==> src/rtl/sensor_ctrl_pkg.sv <==
// Shared types for the sensor sequencer: FSM states, sizes and the round-robin picker.
// No latency or backpressure of its own; pure declarations and a combinational helper.
package sensor_ctrl_pkg;

    localparam int NUM_SENSORS = 4;
    localparam int CODE_W      = 2;

    typedef enum logic [2:0] {
        IDLE,
        SNAP,
        ARB,
        ADD,
        WAIT
    } state_t;

    typedef struct packed {
        logic              found;
        logic [CODE_W-1:0] idx;
    } pick_t;

    // First set bit at or above ptr, wrapping 3->0; scanned high-offset first so the nearest wins.
    function automatic pick_t rr_pick(input logic [NUM_SENSORS-1:0] snapshot,
                                      input logic [CODE_W-1:0]      ptr);
        pick_t             res;
        logic [CODE_W-1:0] cand;
        res = '0;
        for (int i = NUM_SENSORS - 1; i >= 0; i--) begin
            cand = ptr + CODE_W'(i);
            if (snapshot[cand]) begin
                res.found = 1'b1;
                res.idx   = cand;
            end
        end
        return res;
    endfunction

endpackage

==> src/rtl/pulsador_debounce.sv <==
// Push-button conditioner: 2-flop synchronizer, debounce counter, rising-edge pulse.
// Latency: pulse appears DEBOUNCE_CYCLES+2 cycles after a clean raw edge; no backpressure.
module pulsador_debounce #(
    parameter int DEBOUNCE_CYCLES = 16
) (
    input  logic clk,
    input  logic reset,
    input  logic raw,
    output logic start_pulse
);

    localparam int CNT_W = (DEBOUNCE_CYCLES > 1) ? $clog2(DEBOUNCE_CYCLES) : 1;

    logic             sync1_q;
    logic             sync2_q;
    logic             level_q;
    logic             level_d;
    logic             pulse_q;
    logic             pulse_d;
    logic [CNT_W-1:0] cnt_q;
    logic [CNT_W-1:0] cnt_d;

    // Counter tracks consecutive samples that disagree with the accepted level.
    always_comb begin
        level_d = level_q;
        cnt_d   = '0;
        if (sync2_q != level_q) begin
            if (cnt_q == CNT_W'(DEBOUNCE_CYCLES - 1)) begin
                level_d = sync2_q;
            end else begin
                cnt_d = cnt_q + 1'b1;
            end
        end
        pulse_d = level_d & ~level_q;
    end

    always_ff @(posedge clk) begin
        if (!reset) begin
            sync1_q <= 1'b0;
            sync2_q <= 1'b0;
            level_q <= 1'b0;
            cnt_q   <= '0;
            pulse_q <= 1'b0;
        end else begin
            sync1_q <= raw;
            sync2_q <= sync1_q;
            level_q <= level_d;
            cnt_q   <= cnt_d;
            pulse_q <= pulse_d;
        end
    end

    assign start_pulse = pulse_q;

endmodule

==> src/rtl/sensor_accum_ctrl.sv <==
// Sequencer: debounced press snapshots sensors, serves each set bit round-robin (3 cycles each), drives motor with min on-time.
// Presses while busy are dropped; ACC_SAT_GUARD_EN suppresses overflowing accumulator loads and raises sticky sat_flag.
module sensor_accum_ctrl
    import sensor_ctrl_pkg::*;
#(
    parameter int DEBOUNCE_CYCLES   = 16,
    parameter int MOTOR_HOLD_CYCLES = 50
) (
    input  logic                   clk,
    input  logic                   reset,
    input  logic                   boton,
    input  logic [NUM_SENSORS-1:0] sensores,
    input  logic [CODE_W-1:0]      acc_value,
    output logic [CODE_W-1:0]      code_out,
    output logic [NUM_SENSORS-1:0] grant,
    output logic                   acc_en,
    output logic                   busy,
    output logic                   motor_on,
    output logic                   sat_flag
);

    localparam int HOLD_W = (MOTOR_HOLD_CYCLES > 1) ? $clog2(MOTOR_HOLD_CYCLES) : 1;

    logic                   start_pulse;
    logic                   start_accept;
    state_t                 state_q;
    state_t                 state_d;
    logic [NUM_SENSORS-1:0] snap_q;
    logic [NUM_SENSORS-1:0] snap_d;
    logic [CODE_W-1:0]      ptr_q;
    logic [CODE_W-1:0]      ptr_d;
    logic [CODE_W-1:0]      gidx_q;
    logic [CODE_W-1:0]      gidx_d;
    logic [CODE_W-1:0]      cur_idx;
    logic                   in_scan;
    logic                   over;
    pick_t                  pick;

    logic                   demand;
    logic                   demand_q;
    logic                   motor_q;
    logic                   motor_d;
    logic [HOLD_W-1:0]      hold_q;
    logic [HOLD_W-1:0]      hold_d;

    pulsador_debounce #(
        .DEBOUNCE_CYCLES(DEBOUNCE_CYCLES)
    ) u_debounce (
        .clk        (clk),
        .reset      (reset),
        .raw        (boton),
        .start_pulse(start_pulse)
    );

    assign start_accept = start_pulse && (state_q == IDLE);
    assign pick         = rr_pick(snap_q, ptr_q);

    always_comb begin
        state_d = state_q;
        snap_d  = snap_q;
        ptr_d   = ptr_q;
        gidx_d  = gidx_q;
        case (state_q)
            IDLE: begin
                if (start_pulse) begin
                    state_d = SNAP;
                end
            end
            SNAP: begin
                snap_d  = sensores;
                state_d = (|sensores) ? ARB : IDLE;
            end
            ARB: begin
                gidx_d  = pick.idx;
                state_d = ADD;
            end
            ADD: begin
                state_d = WAIT;
            end
            WAIT: begin
                snap_d  = snap_q & ~(NUM_SENSORS'(1) << gidx_q);
                ptr_d   = gidx_q + 1'b1;
                state_d = (|snap_d) ? ARB : IDLE;
            end
            default: begin
                state_d = IDLE;
            end
        endcase
    end

    always_ff @(posedge clk) begin
        if (!reset) begin
            state_q <= IDLE;
            snap_q  <= '0;
            ptr_q   <= '0;
            gidx_q  <= '0;
        end else begin
            state_q <= state_d;
            snap_q  <= snap_d;
            ptr_q   <= ptr_d;
            gidx_q  <= gidx_d;
        end
    end

    // In ARB the pick is live; ADD and WAIT hold the registered index.
    assign in_scan  = (state_q == ARB) || (state_q == ADD) || (state_q == WAIT);
    assign cur_idx  = (state_q == ARB) ? pick.idx : gidx_q;
    assign code_out = in_scan ? cur_idx : '0;
    assign grant    = in_scan ? (NUM_SENSORS'(1) << cur_idx) : '0;
    assign busy     = (state_q != IDLE);

`ifdef ACC_SAT_GUARD_EN
    logic [CODE_W:0] sum;
    logic            sat_q;

    assign sum  = {1'b0, acc_value} + {1'b0, code_out};
    assign over = (state_q == ADD) && (sum > 3'd3);

    always_ff @(posedge clk) begin
        if (!reset) begin
            sat_q <= 1'b0;
        end else if (start_accept) begin
            sat_q <= 1'b0;
        end else if (over) begin
            sat_q <= 1'b1;
        end
    end

    assign sat_flag = sat_q;
`else
    logic unused_guard;

    assign over         = 1'b0;
    assign sat_flag     = 1'b0;
    assign unused_guard = acc_value[1] ^ start_accept;
`endif

    // Reset gates the strobe combinationally so a scan caught mid-ADD never loads.
    assign acc_en = (state_q == ADD) && reset && !over;

    assign demand = acc_value[0];

    always_comb begin
        motor_d = motor_q;
        hold_d  = hold_q;
        if (!motor_q) begin
            if (demand && !demand_q) begin
                motor_d = 1'b1;
                hold_d  = HOLD_W'(MOTOR_HOLD_CYCLES - 1);
            end
        end else if (hold_q != '0) begin
            hold_d = hold_q - 1'b1;
        end else if (!demand) begin
            motor_d = 1'b0;
        end
    end

    always_ff @(posedge clk) begin
        if (!reset) begin
            demand_q <= 1'b0;
            motor_q  <= 1'b0;
            hold_q   <= '0;
        end else begin
            demand_q <= demand;
            motor_q  <= motor_d;
            hold_q   <= hold_d;
        end
    end

    assign motor_on = motor_q;

endmodule

==> config.mk <==
export PLATFORM = sky130hd
export DESIGN_NAME = sensor_accum_ctrl
export DESIGN_NICKNAME = d
export VERILOG_FILES = /design/src/rtl/sensor_ctrl_pkg.sv /design/src/rtl/pulsador_debounce.sv /design/src/rtl/sensor_accum_ctrl.sv
export SDC_FILE = /design/constraint.sdc
export NUM_CORES = 1
export LEC_CHECK = 0
export ABC_AREA = 0
export BUFFER_PORTS_ARGS = -buffer_cell sky130_fd_sc_hd__buf_2
export CAP_MARGIN = 20
export CORE_MARGIN = 2
export CORE_UTILIZATION = 35
export CTS_CLUSTER_SIZE = 24
export DETAILED_ROUTE_END_ITERATION = 8
export PLACE_DENSITY_LB_ADDON = 0.05
export SYNTH_ARGS = -nofsm -noshare
export SYNTH_HDL_FRONTEND = slang
export SYNTH_SLANG_ARGS = --single-unit
==> constraint.sdc <==
create_clock -name clk -period 1.8 [get_ports clk]
set_input_delay 0.27 -clock clk [delete_from_list [all_inputs] [get_ports clk]]
set_output_delay 0.27 -clock clk [all_outputs]
set_load 0.01 [all_outputs]
==> run metrics, run 1 <==
Seq/Total Area, Yosys=between 30% and 40%; drt pass-1 iters=4; Cell Area, Synth=1400 sq um; Post-synth EDFFs=0; largest family of logic cells by synthesized area=simple AND/OR/NAND/NOR gates; H-tree depth=1; first-pass GRT wire length=5350 microns; Core Util, Final=a little under half; post-synthesis mux area share=approximately 1.4%; non-filler cells, final=between 200 and 250; f_max=around 0.51 GHz; share of cells above drive strength 1=a little under a third; Initial Util=between 30 and 40%; Cell Rows=23; HP Start=boton; Crit path required time=approximately 1.5 ns; leak pwr=~0.75 nW; via count=approximately 1300; minimum clock period=just under 2 ns; most used flip-flop cell after synthesis=dfxtp_1; switching portion of total power=24.2%; cells after synthesis=~170; post-DR vias/cell=5.12; dpl hpwl=approximately 2200 microns; met2 Track Usage GR=between 20% and 30%; CP Class=reg -> out; fin crit share=110%; Final Skew=0.00169 ns; Routed Antenna Nets=0; grt met3 use=2.00%; Power Total=about 1.1 mW; Worst setup EP type=output pin; # port buffers=16; die footprint=~4500 sq um; die height=between 60 and 70 microns; Max IR drop VDD=350 uV; GRT met1 Usage=about 18%; CP cell instances=nor2b_2, o21a_1, or3_4, o32ai_2, buf_2; Crit path arrival time=between 1.5 and 2 ns; Post-DP Area=between 1500 and 2000 sq um; root buffer cell=clkbuf_8; P_sw=about 270 uW; Remaining DRCs=0; register share of total power=around three fifths; fin nets=~210; GPL Wtd Cong=0.811; YS warnings=0; worst skew pair latency=~0.26 ns; CTS Sinks=27; Worst Hold Slack=0.204 ns; max-cap violation count=0; core region area=between 3000 and 4000 sq um; Top Family by Delay on Critical Path=simple AND/OR/NAND/NOR gates; Synth-to-Final Area Change=26.4%; Synth Area in XOR/XNOR=between 2 and 2.5%; clock network power share=between 20% and 30%; Comb pwr share=12.1%; Pwr per Cell Area=623 nW/um^2; TritonCTS buffer count=3; global-route layer with the greatest usage=met2; Max FO, Critical Path=3; Ports=19; post-synthesis adder-cell area fraction=6.24%; clock-pin slew on the worst setup and hold paths=0.08 ns; Setup-failing EPs final=6; initial antenna violation count=0; CTS tree=yes; PnR worst setup slack=-0.173 ns; largest net degree at the start of global routing=16; unrepaired setup endpoints after global routing=yes; Synth Area in Compound Gates=between 10% and 20%; width of the chip=~67 microns; vias in the first global route=approximately 1200; Synth cell types=44; Final Slew Violations=0; routed wire length=just under 3000 microns; placed insts=approximately 240; CP Launch Type=flip-flop; total grt overflow=0; Tot GR Track Use=between 10% and 20%; max incr delay on CP=around 0.35 ns; Place WS=approximately 0.029 ns; Iteration-0 DRC Markers=45; Synth async-reset ratio=0%; TNS Setup=-0.692 ns; Hold Fails Final Rpt=0; fin area=1770 sq um; worst path bufs/invs=1; syn_area_per_cell=8.41 sq um; net count after synthesis=roughly 180; Post-CTS Hold Fix Bufs=0; P_int=between 800 and 900 uW; Worst path slowest cell=or3_4; outcome=finished with violations; worst r2r src=state_q[1]$_SDFFE_PN0P_; Crit. Startpoint=snap_q[2]$_SDFFE_PN0P_; WL/cell=roughly 12 microns; HP Class=in -> reg; ANT cells=0; Max Root-Sink Buffers=2; FF+latch count, synth=27; failing checks=negative setup slack; post-synthesis simple-gate area fraction=~28%
[layout make-up]
class	instances	area, sq um
Fill cell	400	2170
Multi-Input combinational cell	124	896
Sequential cell	27	546
Timing Repair Buffer	29	188
Tap cell	50	62.6
Clock buffer	4	45.0
Inverter	10	37.5
[routing by layer]
layer	vias up	share of wire, %
li1	641	-
met1	588	45
met2	17	51
met3	4	2.3
met4	0	1.4
met5	-	0
[state kept, by name (all words and copies together) (netlist names)]
signal                  cells
u_debounce.level_q          1
hold_q                      6
snap_q                      4
demand_q                    1
u_debounce.cnt_q            4
u_debounce.sync2_q          1
u_debounce.start_pulse      1
ptr_q                       2
gidx_q                      2
state_q                     3
motor_on                    1
u_debounce.sync1_q          1
[worst register-to-register path, cell delays in order, from the launching register on]
cell and delay (ns):
dfxtp_2 0.34, buf_4 0.13, buf_4 0.14, nor3b_2 0.36, nor2_1 0.13, o21ai_0 0.20, a21oi_1 0.08
[placed cells by master (no fill, tap or decap), types with 4 or more instances in the layout]
master,count
a21oi_1,8
and2_1,4
and3_1,4
buf_2,15
buf_4,12
dfxtp_1,23
dfxtp_2,4
ha_1,7
inv_1,10
nand2_1,11
nand3_1,7
nor2_1,16
o21ai_0,8
xor2_1,4
[power groups by stage]
stage,Combinational [mW],Sequential (mW),Clock (mW)
floorplan,0.102,0.653,0
global placement,0.130,0.657,0
detailed placement,0.134,0.657,0
CTS,0.135,0.643,0.354
global route,0.154,0.647,0.387
finish,0.134,0.643,0.328
[Yosys cell counts, types with 2 or more instances]
master / number / area share [%]
a21oi_1: 10 / 3.6
nand2_1: 13 / 3.5
a211oi_1: 2 / 1.1
nor2b_1: 4 / 1.8
a31oi_1: 3 / 1.3
o21a_1: 2 / 1.1
nor3_1: 4 / 1.4
and2_1: 4 / 1.8
nand2b_1: 4 / 1.8
nor3b_2: 2 / 1.8
o21ai_0: 8 / 2.9
xor2_1: 4 / 2.5
ha_1: 7 / 6.2
or3_1: 2 / 0.89
or3b_2: 2 / 1.2
nor2_1: 18 / 4.8
nand3_1: 7 / 2.5
mux2i_1: 2 / 1.4
clkbuf_1: 4 / 1.1
and3_1: 4 / 1.8
inv_1: 10 / 2.7
dfxtp_1: 27 / 39
nor4_1: 2 / 0.89
o22ai_1: 2 / 0.89
[what timing repair did]
item | CTS | global route
resized for setup | 21 | 6
buffers inserted | 5 | 0
setup endpoints to repair | 6 | 6
endpoints found under the hold margin | 0 | 0
pin swaps | 6 | 6
[cell families (layout without fill, tap and decap cells)]
group / count (synthesis) / count (layout)
flip-flops: 27 / 27
multiplexers: 2 / 2
XOR/XNOR: 4 / 4
other: 1 / 1
buffers and inverters: 16 / 43
AND/OR/NAND/NOR: 73 / 73
adder cells (fa/ha/maj): 7 / 7
AO/OA/AOI/OAI: 37 / 37
[worst paths after layout]
kind	end	slack (ns)	cells past startpoint
worst max register to register	snap_q[0]$_SDFFE_PN0P_	0.28	6
worst max-delay path	grant[1]	-0.17	5
worst min register to register	u_debounce.sync2_q$_SDFF_PN0_	0.44	1
worst min-delay path	u_debounce.sync1_q$_SDFF_PN0_	0.20	2
(Power assumes the default switching activity.)
==> inputs of run 2 (changes only) <==
--- a/config.mk
+++ b/config.mk
@@ -6,12 +6,12 @@
 export NUM_CORES = 1
 export LEC_CHECK = 0
 export ABC_AREA = 0
-export BUFFER_PORTS_ARGS = -buffer_cell sky130_fd_sc_hd__buf_2
 export CAP_MARGIN = 20
 export CORE_MARGIN = 2
 export CORE_UTILIZATION = 35
 export CTS_CLUSTER_SIZE = 24
 export DETAILED_ROUTE_END_ITERATION = 8
+export DONT_BUFFER_PORTS = 1
 export PLACE_DENSITY_LB_ADDON = 0.05
 export SYNTH_ARGS = -nofsm -noshare
 export SYNTH_HDL_FRONTEND = slang
==> run 2 against run 1 <==
Against the previous run:
- the flow still finishes with violations (negative setup slack)
- sequential power hardly changed
- largest cell class unchanged
- critical path type unchanged
- global-route usage is 0.39 points lower
- combinational power decreased by 10%
==> run metrics, run 2 (same netlist as run 1, synthesis figures left out) <==
minimum clock period=1.93 ns; Worst path slowest cell=dfxtp_4; Post-CTS Hold Fix Bufs=0; clock-pin slew on the worst setup and hold paths=about 0.10 ns; Synth-to-Final Area Change=24.8%; PnR worst setup slack=-0.133 ns; f_max=0.517 GHz; switching portion of total power=a little over a quarter; total grt overflow=0; dpl hpwl=2280 microns; initial antenna violation count=0; Top Family by Delay on Critical Path=simple AND/OR/NAND/NOR gates; WL/cell=about 14 microns; root buffer cell=clkbuf_8; Pwr per Cell Area=~640 nW/um^2; # port buffers=0; CTS Sinks=27; P_int=827 uW; filler cell count=about 400; largest net degree at the start of global routing=17; via count=1189; ANT cells=0; width of the chip=between 60 and 70 microns; vias in the first global route=between 1000 and 1500; Crit. Startpoint=snap_q[0]$_SDFFE_PN0P_; CP Launch Type=flip-flop; GPL Wtd Cong=around 0.84; Worst Hold Slack=0.0987 ns; share of cells above drive strength 1=28.3%; largest reg by FF count=hold_q; reg-to-reg slack, setup=~0.20 ns; unrepaired setup endpoints after global routing=yes; post-DR vias/cell=~5.2; biggest regs=hold_q: 6 flops, snap_q: 4 flops, u_debounce.cnt_q: 4 flops; register share of total power=57.3%; Initial Util=35.6%; r2r worst-path depth=4; H-tree depth=1; Reg area=552 sq um; HP Class=in -> reg; Reg2Reg Capture Point=hold_q[0]$_SDFFE_PN0P_; Place WS=between 0.015 and 0.02 ns; CTS tree=yes; TritonCTS buffer count=3; Routed Antenna Nets=0; Worst setup EP type=output pin; failing checks=negative setup slack; Cell Rows=23; CP cell instances=and2b_1, o21a_1, or3_4, o32ai_4; Post-DP Area=around 1500 sq um; fin crit share=107%; max reg flops=6; Max IR drop VDD=between 300 and 400 uV; die height=67.3 microns; first-pass GRT wire length=5020 microns; Iteration-0 DRC Markers=33; routed wire length=3110 microns; Final Skew=~0.012 ns; Hold Fails Final Rpt=0; die footprint=roughly 4500 sq um; Crit path required time=approximately 1.5 ns; cell count along the critical path=4; Max Root-Sink Buffers=2; worst skew pair latency=about 0.28 ns; Setup-failing EPs final=5; leak pwr=slightly below 0.7 nW; worst path bufs/invs=0; crit path to=grant[1]; clock network power share=approximately a third; outcome=finished with violations; P_sw=a little under 300 uW; Ports=19; Crit path arrival time=approximately 1.7 ns; worst r2r src=hold_q[2]$_SDFFE_PN0P_; fin nets=between 150 and 200; area of the multi-input gates=~920 sq um; commonest non-fill, non-tap cell in the layout=dfxtp_1; Tot GR Track Use=between 10% and 20%; Comb pwr share=roughly a tenth; Final Slew Violations=0; core region area=3940 sq um; Max FO, Critical Path=5; Remaining DRCs=0; max incr delay on CP=roughly 0.37 ns; fin area=~1800 sq um; drt pass-1 iters=4; CP Class=reg -> out; most frequent cells in the layout=22 x dfxtp_1, 16 x nor2_1, 11 x nand2_1, 11 x buf_4, 9 x inv_1; max-cap violation count=0
-- run 2: metal layers --
| layer | up-vias | track usage (%) | share of wire (%) |
|---|---|---|---|
| met5 | - | 0 | 0 |
| met4 | 0 | 6.12 | 1.6 |
| met1 | 554 | 17.9 | 46 |
| met2 | 17 | 26.0 | 50 |
| met3 | 5 | 2.67 | 2.9 |
| li1 | 613 | - | - |
-- run 2: worst min-delay path by stage --
stage | from | endpoint | slack, ns | cells past startpoint
final | reset | demand_q$_SDFF_PN0_ | 0.1 | 1
after global routing | reset | u_debounce.sync1_q$_SDFF_PN0_ | 0.09 | 1
after CTS | reset | u_debounce.sync1_q$_SDFF_PN0_ | 0.09 | 1
after detailed placement | reset | u_debounce.sync1_q$_SDFF_PN0_ | 0.40 | 1
after global placement | reset | u_debounce.sync2_q$_SDFF_PN0_ | 0.39 | 1
after floorplan | acc_value[0] | demand_q$_SDFF_PN0_ | 0.40 | 1
-- run 2: per-stage QoR --
| step | TNS (ns) | util, % | std cells | total power, mW |
|---|---|---|---|---|
| 6_report | -0.372 | 44.4 | 230 | 1.12 |
| 5_1_grt | -0.736 | 44.4 | 230 | 1.19 |
| 4_1_cts | -0.615 | 41.2 | 227 | 1.14 |
| 3_5_place_dp | 0 | 38.2 | 221 | 0.778 |
| 3_3_place_gp | 0 | 38.2 | 221 | 0.774 |
| 2_1_floorplan | 0 | - | 167 | 0.756 |
-- run 2: worst register-to-register path: cells and delay by family (launching register included) --
kind             cells  cell delay (ns)
AO/OA/AOI/OAI        2             0.45
flip-flops           1             0.37
AND/OR/NAND/NOR      2             0.64
-- run 2: cell type report --
class                      instances  area share [%]
timing repair buffer              15            7.29
clock inverter                     1           0.429
multi-input combinational        124            52.7
clock buffer                       3            2.36
tap                               50            3.57
inverter                          10            2.14
sequential                        27            31.5
-- run 2: power groups by stage --
stage                     Sequential [mW]  Combinational (mW)  Clock, mW
after floorplan                     0.653               0.102          0
after global placement              0.659               0.116          0
after detailed placement            0.660               0.118          0
after CTS                           0.643               0.119      0.382
after global routing                0.647               0.136      0.405
final                               0.644               0.120      0.359
-- run 2: repair_timing --
action,4_1_cts,5_1_grt
pin swaps,3,7
hold endpoints to repair,0,0
buffers inserted,2,3
resized for setup,16,25
setup endpoints to repair,6,6
